### config.mk
export PLATFORM = sky130hd
export DESIGN_NAME = rpsc_supply_seq
export DESIGN_NICKNAME = d
export VERILOG_FILES = /design/src/rtl/rpsc_supply_seq.sv
export SDC_FILE = /design/constraint.sdc
export NUM_CORES = 1
export LEC_CHECK = 0
export ABC_CLOCK_PERIOD_IN_PS = 2400
export CAP_MARGIN = 20
export CORE_UTILIZATION = 25
export CTS_CLUSTER_SIZE = 16
export DETAILED_ROUTE_END_ITERATION = 12
export PLACE_DENSITY = 0.55
export SYNTH_ARGS = -nofsm -noshare
export SYNTH_HDL_FRONTEND = slang
export SYNTH_SLANG_ARGS = --single-unit
### constraint.sdc
create_clock -name clk -period 2.4 [get_ports clk]
set_input_delay 0.48 -clock clk [delete_from_list [all_inputs] [get_ports clk]]
set_output_delay 0.48 -clock clk [all_outputs]
set_load 0.05 [all_outputs]
### src/rtl/rpsc_supply_seq.sv
// RPSC cathode-anode supply sequencer.
// Checks the permissive, waits through a settle time and a CA delay, then
// runs and supervises the supply, tripping on status or run-time faults.
//
// Ports
//   clk          system clock
//   reset        asynchronous active-low reset
//   status_i     per-channel fault inputs, 1 = fault
//   status_mask  per-channel ignore mask, 1 = channel ignored
//   g1_not_ok    grid-1 supply not OK
//   fan_ok       fan running
//   ca_ps_act    CA supply request
//   i_ca_high    run-time CA current-high monitor
//   u_ca_low     run-time CA voltage-low monitor
//   fault_ack    operator acknowledge of a latched trip
//   not_alarm    1 = no unmasked status fault present
//   ca_on_perm   1 = permissive true
//   ca_delay     1 = sequencer in DELAY
//   not_ca_ok    0 only while in RUN
//   trip         1 while in TRIP
//   trip_cause   0 none, 1 status, 2 I high, 3 U low
//   first_fault  unmasked status vector captured at trip entry
//   state        IDLE=0 SETTLE=1 DELAY=2 RUN=3 TRIP=4

module rpsc_supply_seq #(
    parameter int N_STATUS   = 7,
    parameter int SETTLE_CYC = 256,
    parameter int DELAY_CYC  = 3840
) (
    input  logic                clk,
    input  logic                reset,
    input  logic [N_STATUS-1:0] status_i,
    input  logic [N_STATUS-1:0] status_mask,
    input  logic                g1_not_ok,
    input  logic                fan_ok,
    input  logic                ca_ps_act,
    input  logic                i_ca_high,
    input  logic                u_ca_low,
    input  logic                fault_ack,
    output logic                not_alarm,
    output logic                ca_on_perm,
    output logic                ca_delay,
    output logic                not_ca_ok,
    output logic                trip,
    output logic [1:0]          trip_cause,
    output logic [N_STATUS-1:0] first_fault,
    output logic [2:0]          state
);

    // ------------------------------------------------------------------
    // Local parameters and types
    // ------------------------------------------------------------------
    localparam int MAX_CYC = (SETTLE_CYC > DELAY_CYC) ? SETTLE_CYC : DELAY_CYC;
    localparam int CW      = $clog2(MAX_CYC + 1);

    localparam logic [CW-1:0] SETTLE_LAST = CW'(SETTLE_CYC - 1);
    localparam logic [CW-1:0] DELAY_LAST  = CW'(DELAY_CYC - 1);

    typedef enum logic [2:0] {
        ST_IDLE   = 3'd0,
        ST_SETTLE = 3'd1,
        ST_DELAY  = 3'd2,
        ST_RUN    = 3'd3,
        ST_TRIP   = 3'd4
    } state_t;

    localparam logic [1:0] CAUSE_NONE   = 2'd0;
    localparam logic [1:0] CAUSE_STATUS = 2'd1;
    localparam logic [1:0] CAUSE_IHIGH  = 2'd2;
    localparam logic [1:0] CAUSE_ULOW   = 2'd3;

    // ------------------------------------------------------------------
    // Registers
    // ------------------------------------------------------------------
    state_t              r_state;
    logic [CW-1:0]       r_cnt;
    logic                r_not_alarm;
    logic                r_ca_on_perm;
    logic                r_ca_delay;
    logic                r_not_ca_ok;
    logic                r_trip;
    logic [1:0]          r_trip_cause;
    logic [N_STATUS-1:0] r_first_fault;

    // ------------------------------------------------------------------
    // Combinational signals
    // ------------------------------------------------------------------
    logic [N_STATUS-1:0] w_unmasked;
    logic                w_fault;
    logic                w_permit;
    logic                w_go;
    state_t              w_next;
    logic [1:0]          w_cause;
    logic [CW-1:0]       w_cnt_next;
    logic                w_not_alarm;
    logic                w_ca_on_perm;
    logic                w_ca_delay;
    logic                w_not_ca_ok;
    logic                w_trip;
    logic [1:0]          w_trip_cause;
    logic [N_STATUS-1:0] w_first_fault;

    assign w_unmasked = status_i & ~status_mask;
    assign w_fault    = |w_unmasked;
    assign w_permit   = ~w_fault & ~g1_not_ok & fan_ok;
    assign w_go       = w_permit & ca_ps_act;

    // ------------------------------------------------------------------
    // State register (with shared counter and trip capture)
    // ------------------------------------------------------------------
    always_ff @(posedge clk or negedge reset) begin
        if (!reset) begin
            r_state       <= ST_IDLE;
            r_cnt         <= '0;
            r_not_alarm   <= 1'b1;
            r_ca_on_perm  <= 1'b0;
            r_ca_delay    <= 1'b0;
            r_not_ca_ok   <= 1'b1;
            r_trip        <= 1'b0;
            r_trip_cause  <= CAUSE_NONE;
            r_first_fault <= '0;
        end else begin
            r_state       <= w_next;
            r_cnt         <= w_cnt_next;
            r_not_alarm   <= w_not_alarm;
            r_ca_on_perm  <= w_ca_on_perm;
            r_ca_delay    <= w_ca_delay;
            r_not_ca_ok   <= w_not_ca_ok;
            r_trip        <= w_trip;
            r_trip_cause  <= w_trip_cause;
            r_first_fault <= w_first_fault;
        end
    end

    // ------------------------------------------------------------------
    // Next-state logic
    // Priority: status fault > I high > U low > go drop > count expiry.
    // ------------------------------------------------------------------
    always_comb begin
        w_next  = r_state;
        w_cause = CAUSE_NONE;
        unique case (r_state)
            ST_IDLE: begin
                if (w_go) begin
                    w_next = ST_SETTLE;
                end
            end
            ST_SETTLE: begin
                if (w_fault) begin
                    w_next  = ST_TRIP;
                    w_cause = CAUSE_STATUS;
                end else if (!w_go) begin
                    w_next = ST_IDLE;
                end else if (r_cnt == SETTLE_LAST) begin
                    w_next = ST_DELAY;
                end
            end
            ST_DELAY: begin
                if (w_fault) begin
                    w_next  = ST_TRIP;
                    w_cause = CAUSE_STATUS;
                end else if (!w_go) begin
                    w_next = ST_IDLE;
                end else if (r_cnt == DELAY_LAST) begin
                    w_next = ST_RUN;
                end
            end
            ST_RUN: begin
                // Current/voltage monitors only matter once the supply runs.
                if (w_fault) begin
                    w_next  = ST_TRIP;
                    w_cause = CAUSE_STATUS;
                end else if (i_ca_high) begin
                    w_next  = ST_TRIP;
                    w_cause = CAUSE_IHIGH;
                end else if (u_ca_low) begin
                    w_next  = ST_TRIP;
                    w_cause = CAUSE_ULOW;
                end else if (!w_go) begin
                    w_next = ST_IDLE;
                end
            end
            ST_TRIP: begin
                // Ack is honoured only once the status fault has gone.
                if (fault_ack && !w_fault) begin
                    w_next = ST_IDLE;
                end
            end
            default: begin
                w_next = ST_IDLE;
            end
        endcase
    end

    // ------------------------------------------------------------------
    // Counter: restarts on every state change, counts in timed states
    // ------------------------------------------------------------------
    always_comb begin
        w_cnt_next = '0;
        if (w_next == r_state &&
            (r_state == ST_SETTLE || r_state == ST_DELAY)) begin
            w_cnt_next = r_cnt + 1'b1;
        end
    end

    // ------------------------------------------------------------------
    // Output logic (values registered on the next edge)
    // ------------------------------------------------------------------
    always_comb begin
        w_not_alarm   = ~w_fault;
        w_ca_on_perm  = w_permit;
        w_ca_delay    = (r_state == ST_DELAY);
        w_not_ca_ok   = (r_state != ST_RUN);
        w_trip        = (r_state == ST_TRIP);
        w_trip_cause  = r_trip_cause;
        w_first_fault = r_first_fault;
        if (r_state != ST_TRIP && w_next == ST_TRIP) begin
            // Freeze the fault picture seen at the moment of the trip.
            w_trip_cause  = w_cause;
            w_first_fault = w_unmasked;
        end else if (r_state == ST_TRIP && w_next == ST_IDLE) begin
            w_trip_cause  = CAUSE_NONE;
            w_first_fault = '0;
        end
    end

    assign not_alarm   = r_not_alarm;
    assign ca_on_perm  = r_ca_on_perm;
    assign ca_delay    = r_ca_delay;
    assign not_ca_ok   = r_not_ca_ok;
    assign trip        = r_trip;
    assign trip_cause  = r_trip_cause;
    assign first_fault = r_first_fault;
    assign state       = r_state;

endmodule

After elaboration in Yosys (flattened, before gate mapping) --
Index checks and enable logic that the tools add are counted.
Storage, ports and cells: flip-flop bits (word level) 29, input port bits 22, output and inout port bits 17, logic and storage cells 61
Cells by class: add/sub/neg operators 1, equality and inequality tests 10, muxes and demuxes 23, bitwise gates (word level) 7, reduce and logical (&&, ||, !) cells 11
Operators with widths (number):
- $mux W3 | 12
- $pmux W3 S5 | 1
- $mux W7 | 2
- $add A12 B1 Y12 const B | 1
- $eq A12 B12 Y1 const B | 1
- $eq A12 B8 Y1 const B | 1
- $mux W12 | 1
- $mux W2 | 5
- $and A7 B7 Y7 | 1
- $not A7 Y7 | 1
- $reduce_or A7 Y1 | 1
- $eq A3 B2 Y1 const B | 2
- $eq A3 B3 Y1 const B | 2
- $logic_not A3 Y1 | 2
- $logic_and A1 B1 Y1 | 4
- $pmux W2 S2 | 1
- $and A1 B1 Y1 | 3
- $eq A3 B1 Y1 const B | 1
- $eq A3 B3 Y1 | 1
- $ne A3 B2 Y1 const B | 1
- $ne A3 B3 Y1 const B | 1
- $not A1 Y1 | 2
- $reduce_bool A2 Y1 | 1
- $reduce_or A2 Y1 | 1
- other kinds (3) | 3

Longest topological paths before layout --
Gate-level depths: netlist of the first run.
word-level depth 16, mapped depth 7, mapped depth without buffers 6

Least setup slack after synthesis of the first run --
Ideal clock, no wire load.
kind reg2reg, from reg r_state[0] (netlist: state[0]), to reg r_cnt[2], setup time 96 ps, data arrival time 1920 ps, data required time 2304 ps, path slack 385 ps, cell stages (with the launch flop) 7, path buffers 1, clock period less this slack 2015 ps, path through dfrtp_1 -> nor3b_2 -> o31ai_4 -> a211oi_2 -> a31oi_4 -> buf_6 -> nor4_2
On the way: word-level cells in the longest chain between the ends 8, elaborated cells on any way between the ends 22, classes of those cells eq/ne: 5; mux: 14; reduce/logical: 3
RTL lines:
- start: declaration | RTL line 75 | state_t r_state;
- start signal: assignment | RTL line 123 | r_state <= w_next;
- $mux W3 | RTL line 179 | end else if (!w_go) begin
- $mux W3 | RTL line 176 | end else if (u_ca_low) begin
- $mux W3 | RTL line 173 | end else if (i_ca_high) begin
- $mux W3 | RTL line 170 | if (w_fault) begin
- $pmux W3 S5 | RTL line 142 | unique case (r_state)
- $eq A3 B3 Y1 | RTL line 200 | if (w_next == r_state &&
- $logic_and A1 B1 Y1 (*) | RTL line 200
- $mux W12 (*) | RTL line 200
- via w_cnt_next[2] | RTL line 94 | logic [CW-1:0] w_cnt_next;
- end signal: assignment | RTL line 124 | r_cnt <= w_cnt_next;
- end: declaration | RTL line 76 | logic [CW-1:0] r_cnt;
The timed path passes the listed nets; every way through them passes the cells marked *. A chain may end at the register's enable or synchronous reset.

Worst setup path after layout of the first run --
from reg r_state[1] (netlist: state[1]), to out state[1]
RTL lines:
- end: declaration | RTL line 47 | output logic [2:0] state
No word-level cell between the ends.

==> qor.csv, run 1 <==
stage,metric,value,unit
run_status,run status,finished clean,
die,die area,6740,um^2
drt,routed via count,1279,
sta,Fmax,0.469,GHz
power_and_ir_drop,Sw Share,0.320,
power_and_ir_drop,Combinational Power Share,0.256,
setup_path,WP data arrival,1.65,ns
cts,Post-CTS Resized,0,
worst_hold_path,WHS Path Cells,1,
global_routing,initial antenna violation count,0,
drt,Final ANT Viol Nets,0,
drt,WL final,3650,um
die,Core Area,6060,um^2
setup_path,reg2reg start,r_cnt[0]$_DFF_PN0_,
global_routing,largest net degree at the start of global routing,30,
cells_and_area,share of cells above drive strength 1,0.212,
setup_path,WP buf/inv,1,
sta,setup violators final,0,
synthesis,leading area contributor after synthesis,dfrtp_1,
global_routing,GRT met1 Usage,0.166,
die,chip width,82.1,um
sta,final worst-path setup slack,0.269,ns
setup_path,reg2reg path depth,7,
global_routing,grt peak-use layer,met2,
setup_path,slowest CP cell,clkdlybuf4s50_1,
synthesis,Main synth FF type,dfrtp_1,
synthesis,"Avg Cell Area, Syn",11.1,um^2
sta,final hold vios,0,
drt,DR WL/cell,13.4,um
die,number of I/O pins,39,
cts,hold_buf cts,0,
synthesis,asr flop ratio synth,1.00,
sta,Fin Clk Skew,0.00781,ns
cts,CTS tree,built,
sta,final setup TNS,0,ns
setup_path,CP startpoint kind,flip-flop,
cells_and_area,Area Growth Syn to Fin,39.1,%
cts,Worst-Skew Late Latency,0.28,ns
job,max-cap viol count,0,
setup_path,worst-path maximum fanout,9,
setup_path,FF-to-FF setup slack,0.28,ns
power_and_ir_drop,Cell Int Power,0.850,mW
synthesis,Syn Nets,167,
sta,hold slack,0.523,ns
power_and_ir_drop,Total Power,1.25,mW
sta,minimum clock period,2.13,ns
global_routing,vias in the first global route,1325,
die,Initial Util,0.265,
cts,Root Buffer,clkbuf_8,
sta,Slew HR,0.582,
worst_hold_path,Hold Crit Endpoint,r_cnt[0]$_DFF_PN0_,
global_routing,met2 usage,0.192,
setup_path,critical path's top delay family,buffers and inverters,
power_and_ir_drop,clock network fraction of design power,0.305,
synthesis,synthesized area,1600,um^2
synthesis,Synth cell types,46,
setup_path,reg2reg end,r_cnt[6]$_DFF_PN0_,
synthesis,top-area cell type share of the netlist area,0.421,
sta,slew of the pin with the lowest slew margin,0.627,ns
cts,clock sink count,29,
sta,count of pins over their slew limit,0,
power_and_ir_drop,sequential group share of total power,0.439,
placed_design,pre-CTS WS,0.0137,ns
worst_hold_path,HP Class,reg -> reg,
setup_path,critical-path cell list,clkdlybuf4s50_1,
synthesis,synth top area cells,"dfrtp_1 42%, nor4_2 7.8%, mux2i_1 4.4%",
worst_hold_path,Hold Path Origin,r_cnt[0]$_DFF_PN0_,
cells_and_area,utilization after layout,0.368,
setup_path,WP data required,1.92,ns
drt,drt drc,0,
cts,TritonCTS Buffers,5,
die,die height,82.1,um
sta,unrepaired setup endpoints after global routing,no,
synthesis,"EDFF count, synth",0,
sta,fin crit share,0.888,
cells_and_area,diode count,0,
placed_design,# port buffers,38,
drt,drt initial violations,29,
power_and_ir_drop,switching power,0.401,mW
synthesis,"flops & latches, synth",29,
cts,CTS Buffer Depth,2,
setup_path,type of the worst setup path,reg -> out,
synthesis,most common cell in the netlist,dfrtp_1,
cts,# Post-CTS Setup Buffers,0,
global_routing,first-pass GRT wire length,6330,um
placed_design,Final Wtd Congestion,0.733,
cells_and_area,fill count,620,
cells_and_area,"Net count, final",220,
drt,Vias/cell,4.68,
global_routing,All-Layer GR Usage,0.124,
synthesis,Mapped Cells,144,
power_and_ir_drop,pwr/cell area,561,nW/um^2
global_routing,GRT overflow,0,
global_routing,GRT met3 Usage,0.0319,
placed_design,detailed placement HPWL,2710,um
power_and_ir_drop,P_leak,0.840,nW
power_and_ir_drop,worst vdd ir,0.280,mV
die,num rows,28,
cts,H-Tree Depth,2,
drt,First-pass DRT Iterations,4,
setup_path,Setup crit end kind,output port,
synthesis,yosys warns,0,
setup_path,"slowest stage delay, CP",0.86,ns
cts,clk slew on worst S/H paths,0.06,ns
synthesis,synth cell count leaders,"27 x dfrtp_1, 14 x nand2_1, 10 x nor4_2",
synthesis,"Seq/Total Area, Yosys",0.454,
## stage by stage
stage / std cells / cell area, um^2
CTS: 273 / 2230
finish: 273 / 2230
global placement: 265 / 2150
global route: 273 / 2230
floorplan: 144 / 1600
detailed placement: 265 / 2150
## cells in the final DEF (no fill, tap or decap), types with 3 or more instances in the layout
master and count:
nand4_1 6, dfrtp_1 27, mux2i_1 7, clkdlybuf4s50_1 38, o21ai_0 4, clkbuf_8 5
nand2_1 14, nor2b_1 3, nand2b_1 7, nor2_1 4, buf_4 11, nand3_1 6
inv_1 4, xnor2_1 7, nor4_2 10
## registers in the layout, summed over array words and instances (netlist names)
| name | flops |
|---|---|
| r_cnt | 12 |
| trip | 1 |
| state | 3 |
| trip_cause | 2 |
| ca_delay | 1 |
| ca_on_perm | 1 |
| not_alarm | 1 |
| first_fault | 7 |
| not_ca_ok | 1 |
## kinds of logic (layout without fill, tap and decap cells)
logic type,count (synthesis),after routing,synth area share
multiplexers,7,7,0.0437
buffers and inverters,8,62,0.0289
XOR/XNOR,9,9,0.0491
AO/OA/AOI/OAI,21,21,0.116
adder cells (fa/ha/maj),1,1,0.00780
flip-flops,29,29,0.454
AND/OR/NAND/NOR,69,69,0.300
## worst max-delay path by stage
stage / from / endpoint / slack (ns) / cells past startpoint
2_1_floorplan: state[0]$_DFF_PN0_ / r_cnt[2]$_DFF_PN0_ / 0.38 / 6
3_3_place_gp: status_mask[3] / r_cnt[2]$_DFF_PN0_ / 0.04 / 7
3_5_place_dp: status_mask[0] / r_cnt[7]$_DFF_PN0_ / 0.01 / 7
4_1_cts: state[2]$_DFF_PN0_ / state[2] / 0.26 / 1
5_1_grt: status_mask[0] / r_cnt[7]$_DFF_PN0_ / 0.12 / 7
6_report: state[1]$_DFF_PN0_ / state[1] / 0.27 / 1
## routing by layer
metal,routed length (um),vias to the layer above
met5,0,-
met4,62,0
met3,171,6
met2,1560,29
met1,1850,602
li1,-,642
## power by group through the flow
stage / sequential, mW / combinational [mW] / clock [mW]
finish: 0.550 / 0.320 / 0.382
global route: 0.555 / 0.338 / 0.422
CTS: 0.551 / 0.323 / 0.396
detailed placement: 0.557 / 0.323 / 0
global placement: 0.559 / 0.322 / 0
floorplan: 0.677 / 0.0596 / 0
## cell type report
class	count	area, um^2	share of cell area
clock buffers	7	76.3	0.0342
clock inverters	1	5.00	0.00224
inverters	4	15.0	0.00673
multi-input cells	107	830	0.372
flip-flops and latches	29	728	0.326
well taps	75	93.8	0.0421
repair buffers	50	483	0.216
Power figures use the tool's default switching activity.
==> inputs of run 2 (changes only) <==
- REMOVE_ABC_BUFFERS: unset -> 1
==> run 2 against run 1 <==
  * Critical path type is now reg -> reg
  * Register-to-register slack worse by 0.05 ns
  * Setup slack worse by 0.034 ns
  * Non-clock buffer count is 1 lower
==> qor.csv, run 2 (synthesis gave the netlist of run 1 again) <==
stage,metric,value,unit,change
setup_path,WP data arrival,2.30,ns,+0.65 ns
setup_path,reg2reg start,r_cnt[1]$_DFF_PN0_,,
worst_hold_path,HP Class,reg -> reg,,
setup_path,type of the worst setup path,reg -> reg,,
power_and_ir_drop,pwr/cell area,567,nW/um^2,+1.0%
global_routing,largest net degree at the start of global routing,30,,unchanged
sta,Slew HR,0.590,,+0.00814
cts,hold_buf cts,0,,unchanged
global_routing,GRT overflow,0,,unchanged
cells_and_area,"commonest non-fill, non-tap cell in the layout",clkdlybuf4s50_1,,
global_routing,vias in the first global route,1313,,-0.91%
drt,Vias/cell,4.68,,about the same
drt,WL final,3620,um,-0.63%
cts,CTS tree,built,,
sta,slew of the pin with the lowest slew margin,0.615,ns,-0.0122 ns
run_status,run status,finished clean,,
setup_path,FF-to-FF setup slack,0.23,ns,-0.05 ns
sta,Fin Clk Skew,0.00818,ns,+0.000369 ns
setup_path,worst-path maximum fanout,12,,+3
placed_design,Final Wtd Congestion,0.764,,+4.3%
global_routing,All-Layer GR Usage,0.125,,+0.000991
setup_path,crit path to,r_cnt[5]$_DFF_PN0_,,
cells_and_area,diode count,0,,unchanged
sta,minimum clock period,2.17,ns,+0.0337 ns
setup_path,CP startpoint kind,flip-flop,,
sta,setup violators final,0,,unchanged
global_routing,GRT met3 Usage,0.0297,,-0.00220
cts,H-Tree Depth,2,,unchanged
setup_path,reg2reg path depth,6,,-1
placed_design,pre-CTS WS,-0.0212,ns,-0.0349 ns
cells_and_area,Area Growth Syn to Fin,38.1,%,
cts,Root Buffer,clkbuf_8,,
cells_and_area,"Most flops, register",r_cnt,,
sta,final worst-path setup slack,0.235,ns,-0.0337 ns
die,Core Area,6060,um^2,unchanged
drt,Final ANT Viol Nets,0,,unchanged
placed_design,detailed placement HPWL,2660,um,-2.1%
setup_path,WP data required,2.54,ns,+0.62 ns
global_routing,met2 usage,0.200,,+0.00826
die,die area,6740,um^2,unchanged
cts,clock sink count,29,,unchanged
die,chip width,82.1,um,unchanged
power_and_ir_drop,P_leak,0.835,nW,-0.68%
sta,unrepaired setup endpoints after global routing,no,,
drt,routed via count,1274,,-0.39%
global_routing,first-pass GRT wire length,6300,um,-0.44%
drt,DR WL/cell,13.3,um,-0.27%
drt,drt initial violations,71,,+140%
cts,# Post-CTS Setup Buffers,0,,unchanged
cells_and_area,most frequent cells in the layout,"38 x clkdlybuf4s50_1, 27 x dfrtp_1, 14 x nand2_1, 11 x buf_4, 10 x nor4_2",,
cts,clk slew on worst S/H paths,0.06,ns,about the same
cells_and_area,"Net count, final",219,,-0.45%
placed_design,# port buffers,38,,unchanged
cts,Post-CTS Resized,0,,unchanged
setup_path,reg2reg end,r_cnt[5]$_DFF_PN0_,,
cells_and_area,fill count,614,,-0.97%
sta,count of pins over their slew limit,0,,unchanged
cts,CTS Buffer Depth,2,,unchanged
sta,Fmax,0.462,GHz,-1.6%
sta,fin crit share,0.902,,+0.0140
setup_path,Setup crit end kind,flip-flop,,
cts,Worst-Skew Late Latency,0.28,ns,about the same
drt,First-pass DRT Iterations,4,,unchanged
die,die height,82.1,um,unchanged
global_routing,grt peak-use layer,met2,,
power_and_ir_drop,worst vdd ir,0.297,mV,+6.0%
die,num rows,28,,unchanged
global_routing,GRT met1 Usage,0.159,,-0.00655
sta,hold slack,0.534,ns,+0.0112 ns
global_routing,initial antenna violation count,0,,unchanged
placed_design,area post-placement,2130,um^2,-0.93%
sta,final hold vios,0,,unchanged
die,Initial Util,0.265,,unchanged
cells_and_area,Largest register FFs,12,,unchanged
cells_and_area,share of cells above drive strength 1,0.218,,+0.00615
job,max-cap viol count,0,,unchanged
die,number of I/O pins,39,,unchanged
setup_path,CP startpoint,r_cnt[1]$_DFF_PN0_,,
cts,TritonCTS Buffers,5,,unchanged
drt,drt drc,0,,unchanged
cells_and_area,Final Instance Area,2220,um^2,-0.67%
run 2: worst max-delay path, cell delays in order, from the launching register on:
cell       delay [ns]
dfrtp_1          0.38
ha_1             0.22
nand4_1          0.28
o31ai_1          0.32
a41oi_1          0.20
a31oi_4          0.51
a2111oi_1        0.11
run 2: power breakdown:
part / leakage (nW) / internal (mW) / switching [mW]
Combinational: 0.399 / 0.119 / 0.197
Clock: 0.0439 / 0.199 / 0.192
Sequential: 0.392 / 0.524 / 0.0238
Total: 0.835 / 0.843 / 0.413
run 2: through the flow:
step / TNS (ns) / util / power, mW / std cells
finish: 0 / 0.366 / 1.26 / 272
global route: 0 / 0.366 / 1.32 / 272
CTS: 0 / 0.366 / 1.28 / 272
detailed placement: -0.0463 / 0.351 / 0.874 / 264
global placement: 0 / 0.351 / 0.877 / 264
floorplan: 0 / - / 0.735 / 140
run 2: cell type report:
| cell class | instances | area (um^2) | share of cell area |
|---|---|---|---|
| clock inverters | 3 | 17.5 | 0.00791 |
| multi-input cells | 107 | 830 | 0.374 |
| inverters | 4 | 15.0 | 0.00678 |
| well taps | 75 | 93.8 | 0.0423 |
| flip-flops and latches | 29 | 728 | 0.329 |
| clock buffers | 5 | 68.8 | 0.0311 |
| repair buffers | 49 | 463 | 0.209 |
run 2: worst min path at each step:
stage                               start                    endpoint  slack [ns]  cells after the start
5_1_grt         trip_cause[1]$_DFFE_PN0P_   trip_cause[1]$_DFFE_PN0P_        0.55                      2
3_5_place_dp   first_fault[4]$_DFFE_PN0P_  first_fault[4]$_DFFE_PN0P_        0.52                      2
4_1_cts        first_fault[4]$_DFFE_PN0P_  first_fault[4]$_DFFE_PN0P_        0.53                      2
2_1_floorplan                       reset          ca_delay$_DFF_PN0_        0.18                      0
3_3_place_gp   first_fault[4]$_DFFE_PN0P_  first_fault[4]$_DFFE_PN0P_        0.52                      2
6_report       first_fault[4]$_DFFE_PN0P_  first_fault[4]$_DFFE_PN0P_        0.53                      2
run 2: layer usage:
layer  vias to the layer above  routed length [um]
met4                         0                  74
met3                         7                 162
met2                        29                1620
met5                         -                   0
met1                       597                1770
li1                        641                   -
==> inputs of run 3 (changes only) <==
- CORE_MARGIN: unset -> 4
- CORE_UTILIZATION: 25 -> 49
- PLACE_DENSITY: 0.55 -> 0.88
==> run 3 against run 2 <==
  * Critical path type is now reg -> out
  * Sequential share of layout area rose by 0.97 points
  * Largest cell class unchanged
  * Non-clock buffer count shrank 2
  * Critical endpoint is now state[1]
  * Wire length grew 7.4%
  * Sequential cell count stayed put
  * First-iteration DRC count fell by 23%
  * Utilization is 33 points higher
  * Cell area decreased by 2.9%
  * Die area down 37%
  * Setup slack got worse by 0.082 ns
  * Power is 6.2% lower
==> qor.csv, run 3 (synthesis gave the netlist of run 1 again) <==
stage,metric,value,unit,change
setup_path,CP startpoint kind,flip-flop,,
die,die height,65.2,um,-21%
power_and_ir_drop,P_leak,0.817,nW,-2.2%
global_routing,vias in the first global route,1322,,+0.69%
die,number of I/O pins,39,,unchanged
drt,DR WL/cell,16.3,um,+22%
cells_and_area,share of cells above drive strength 1,0.205,,-0.0131
sta,final worst-path setup slack,0.153,ns,-0.0815 ns
setup_path,reg2reg path depth,7,,+1
sta,Fin Clk Skew,0.00785,ns,-0.000329 ns
sta,count of pins over their slew limit,0,,unchanged
cells_and_area,"Most flops, register",r_cnt,,
die,num rows,20,,-29%
placed_design,area post-placement,2070,um^2,-2.9%
setup_path,reg2reg end,r_cnt[5]$_DFF_PN0_,,
cells_and_area,most frequent cells in the layout,"38 x clkdlybuf4s50_1, 27 x dfrtp_1, 14 x nand2_1, 10 x nor4_2, 8 x buf_4",,
setup_path,reg2reg start,r_cnt[0]$_DFF_PN0_,,
run_status,run status,finished clean,,
placed_design,pre-CTS WS,-0.0636,ns,-0.0425 ns
setup_path,FF-to-FF setup slack,0.28,ns,+0.05 ns
cts,hold_buf cts,0,,unchanged
setup_path,worst-path maximum fanout,9,,-3
setup_path,WP data arrival,1.77,ns,-0.53 ns
cells_and_area,"Net count, final",217,,-0.91%
die,die area,4250,um^2,-37%
cells_and_area,Largest register FFs,12,,unchanged
cells_and_area,Area Growth Syn to Fin,34.2,%,
cells_and_area,area of the multi-input gates,835,um^2,+0.60%
placed_design,Final Wtd Congestion,0.837,,+9.5%
setup_path,"slowest stage delay, CP",0.88,ns,+0.37 ns
cts,CTS tree,built,,
global_routing,GRT overflow,0,,unchanged
drt,routed via count,1359,,+6.7%
cts,Root Buffer,clkbuf_4,,
global_routing,All-Layer GR Usage,0.195,,+0.0698
setup_path,critical path's top delay family,buffers and inverters,,
drt,drt initial violations,55,,-23%
setup_path,WP buf/inv,1,,+1
sta,Slew HR,0.570,,-0.0199
cells_and_area,diode count,0,,unchanged
drt,WL final,3890,um,+7.4%
sta,final setup TNS,0,ns,unchanged
power_and_ir_drop,pwr/cell area,547,nW/um^2,-3.4%
cts,H-Tree Depth,2,,unchanged
cells_and_area,fill count,250,,-59%
cts,clock sink count,29,,unchanged
sta,minimum clock period,2.25,ns,+0.0815 ns
placed_design,detailed placement HPWL,2970,um,+12%
drt,Vias/cell,5.69,,+21%
sta,unrepaired setup endpoints after global routing,no,,
setup_path,critical-path cell list,clkdlybuf4s50_1,,
drt,First-pass DRT Iterations,5,,+1
setup_path,slowest CP cell,clkdlybuf4s50_1,,
drt,drt drc,0,,unchanged
setup_path,type of the worst setup path,reg -> out,,
setup_path,Setup crit end kind,output port,,
cts,TritonCTS Buffers,5,,unchanged
global_routing,initial antenna violation count,0,,unchanged
placed_design,# port buffers,38,,unchanged
cells_and_area,"commonest non-fill, non-tap cell in the layout",clkdlybuf4s50_1,,
sta,Fmax,0.445,GHz,-3.6%
cts,CTS Buffer Depth,2,,unchanged
drt,Final ANT Viol Nets,0,,unchanged
sta,setup violators final,0,,unchanged
die,Core Area,3100,um^2,-49%
cells_and_area,register area,728,um^2,unchanged
power_and_ir_drop,worst vdd ir,0.316,mV,+6.3%
worst_hold_path,HP Class,in -> async,,
sta,final hold vios,0,,unchanged
cts,clk slew on worst S/H paths,0.09,ns,+0.03 ns
cells_and_area,Final Instance Area,2150,um^2,-2.9%
sta,slew of the pin with the lowest slew margin,0.645,ns,+0.0299 ns
setup_path,WP data required,1.92,ns,-0.62 ns
cts,Worst-Skew Late Latency,0.34,ns,+0.06 ns
sta,fin crit share,0.936,,+0.0340
global_routing,largest net degree at the start of global routing,30,,unchanged
die,chip width,65.2,um,-21%
job,max-cap viol count,0,,unchanged
global_routing,first-pass GRT wire length,6200,um,-1.6%
die,Initial Util,0.517,,+0.252
## run 3: cell count changes in the layout (fill, tap and decap cells not counted), sizes merged
cell      previous run  this run
buf                 11         9
clkbuf               5         8
clkinv               2         0
clkinvlp             1         0
## run 3: how the worst max path moves through the flow
stage,startpoint,end,slack [ns],cells past startpoint
floorplan,state[0]$_DFF_PN0_,r_cnt[5]$_DFF_PN0_,0.1,5
global placement,status_mask[1],r_cnt[5]$_DFF_PN0_,0.03,6
detailed placement,status_mask[5],first_fault[5]$_DFFE_PN0P_,-0.06,7
CTS,r_cnt[0]$_DFF_PN0_,r_cnt[5]$_DFF_PN0_,0.13,6
global route,state[1]$_DFF_PN0_,state[1],0.14,1
finish,state[1]$_DFF_PN0_,state[1],0.15,1
## run 3: final cells by class
cell class / count / share of cell area
Clock buffer: 8 / 0.0273
Inverter: 4 / 0.00698
Multi-Input combinational cell: 107 / 0.388
Sequential cell: 29 / 0.338
Tap cell: 44 / 0.0256
Timing Repair Buffer: 47 / 0.214
## run 3: timing repair
item,CTS,global route
setup buffers,0,1
resized for setup,0,1
endpoints found under the setup margin,0,5
## run 3: per-stage QoR
| stage | utilization | hold WS [ns] | total power [mW] | cells |
|---|---|---|---|---|
| floorplan | - | 0.184 | 0.735 | 140 |
| global placement | 0.667 | 0.514 | 0.869 | 230 |
| detailed placement | 0.667 | 0.513 | 0.877 | 230 |
| CTS | 0.685 | 0.525 | 1.18 | 238 |
| global route | 0.694 | 0.515 | 1.24 | 239 |
| finish | 0.694 | 0.515 | 1.18 | 239 |
## run 3: power by group
part | switching (mW) | internal, mW | total, mW
Clock | 0.163 | 0.144 | 0.307
Sequential | 0.0258 | 0.524 | 0.549
Combinational | 0.200 | 0.120 | 0.321
Total | 0.389 | 0.788 | 1.18
## run 3: routing by layer
layer / routed length (um) / track usage / vias to the layer above
met5: 0 / 0 / -
met4: 98 / 0.0777 / 0
met3: 260 / 0.0598 / 15
met2: 2040 / 0.341 / 52
met1: 1490 / 0.220 / 655
li1: - / - / 637
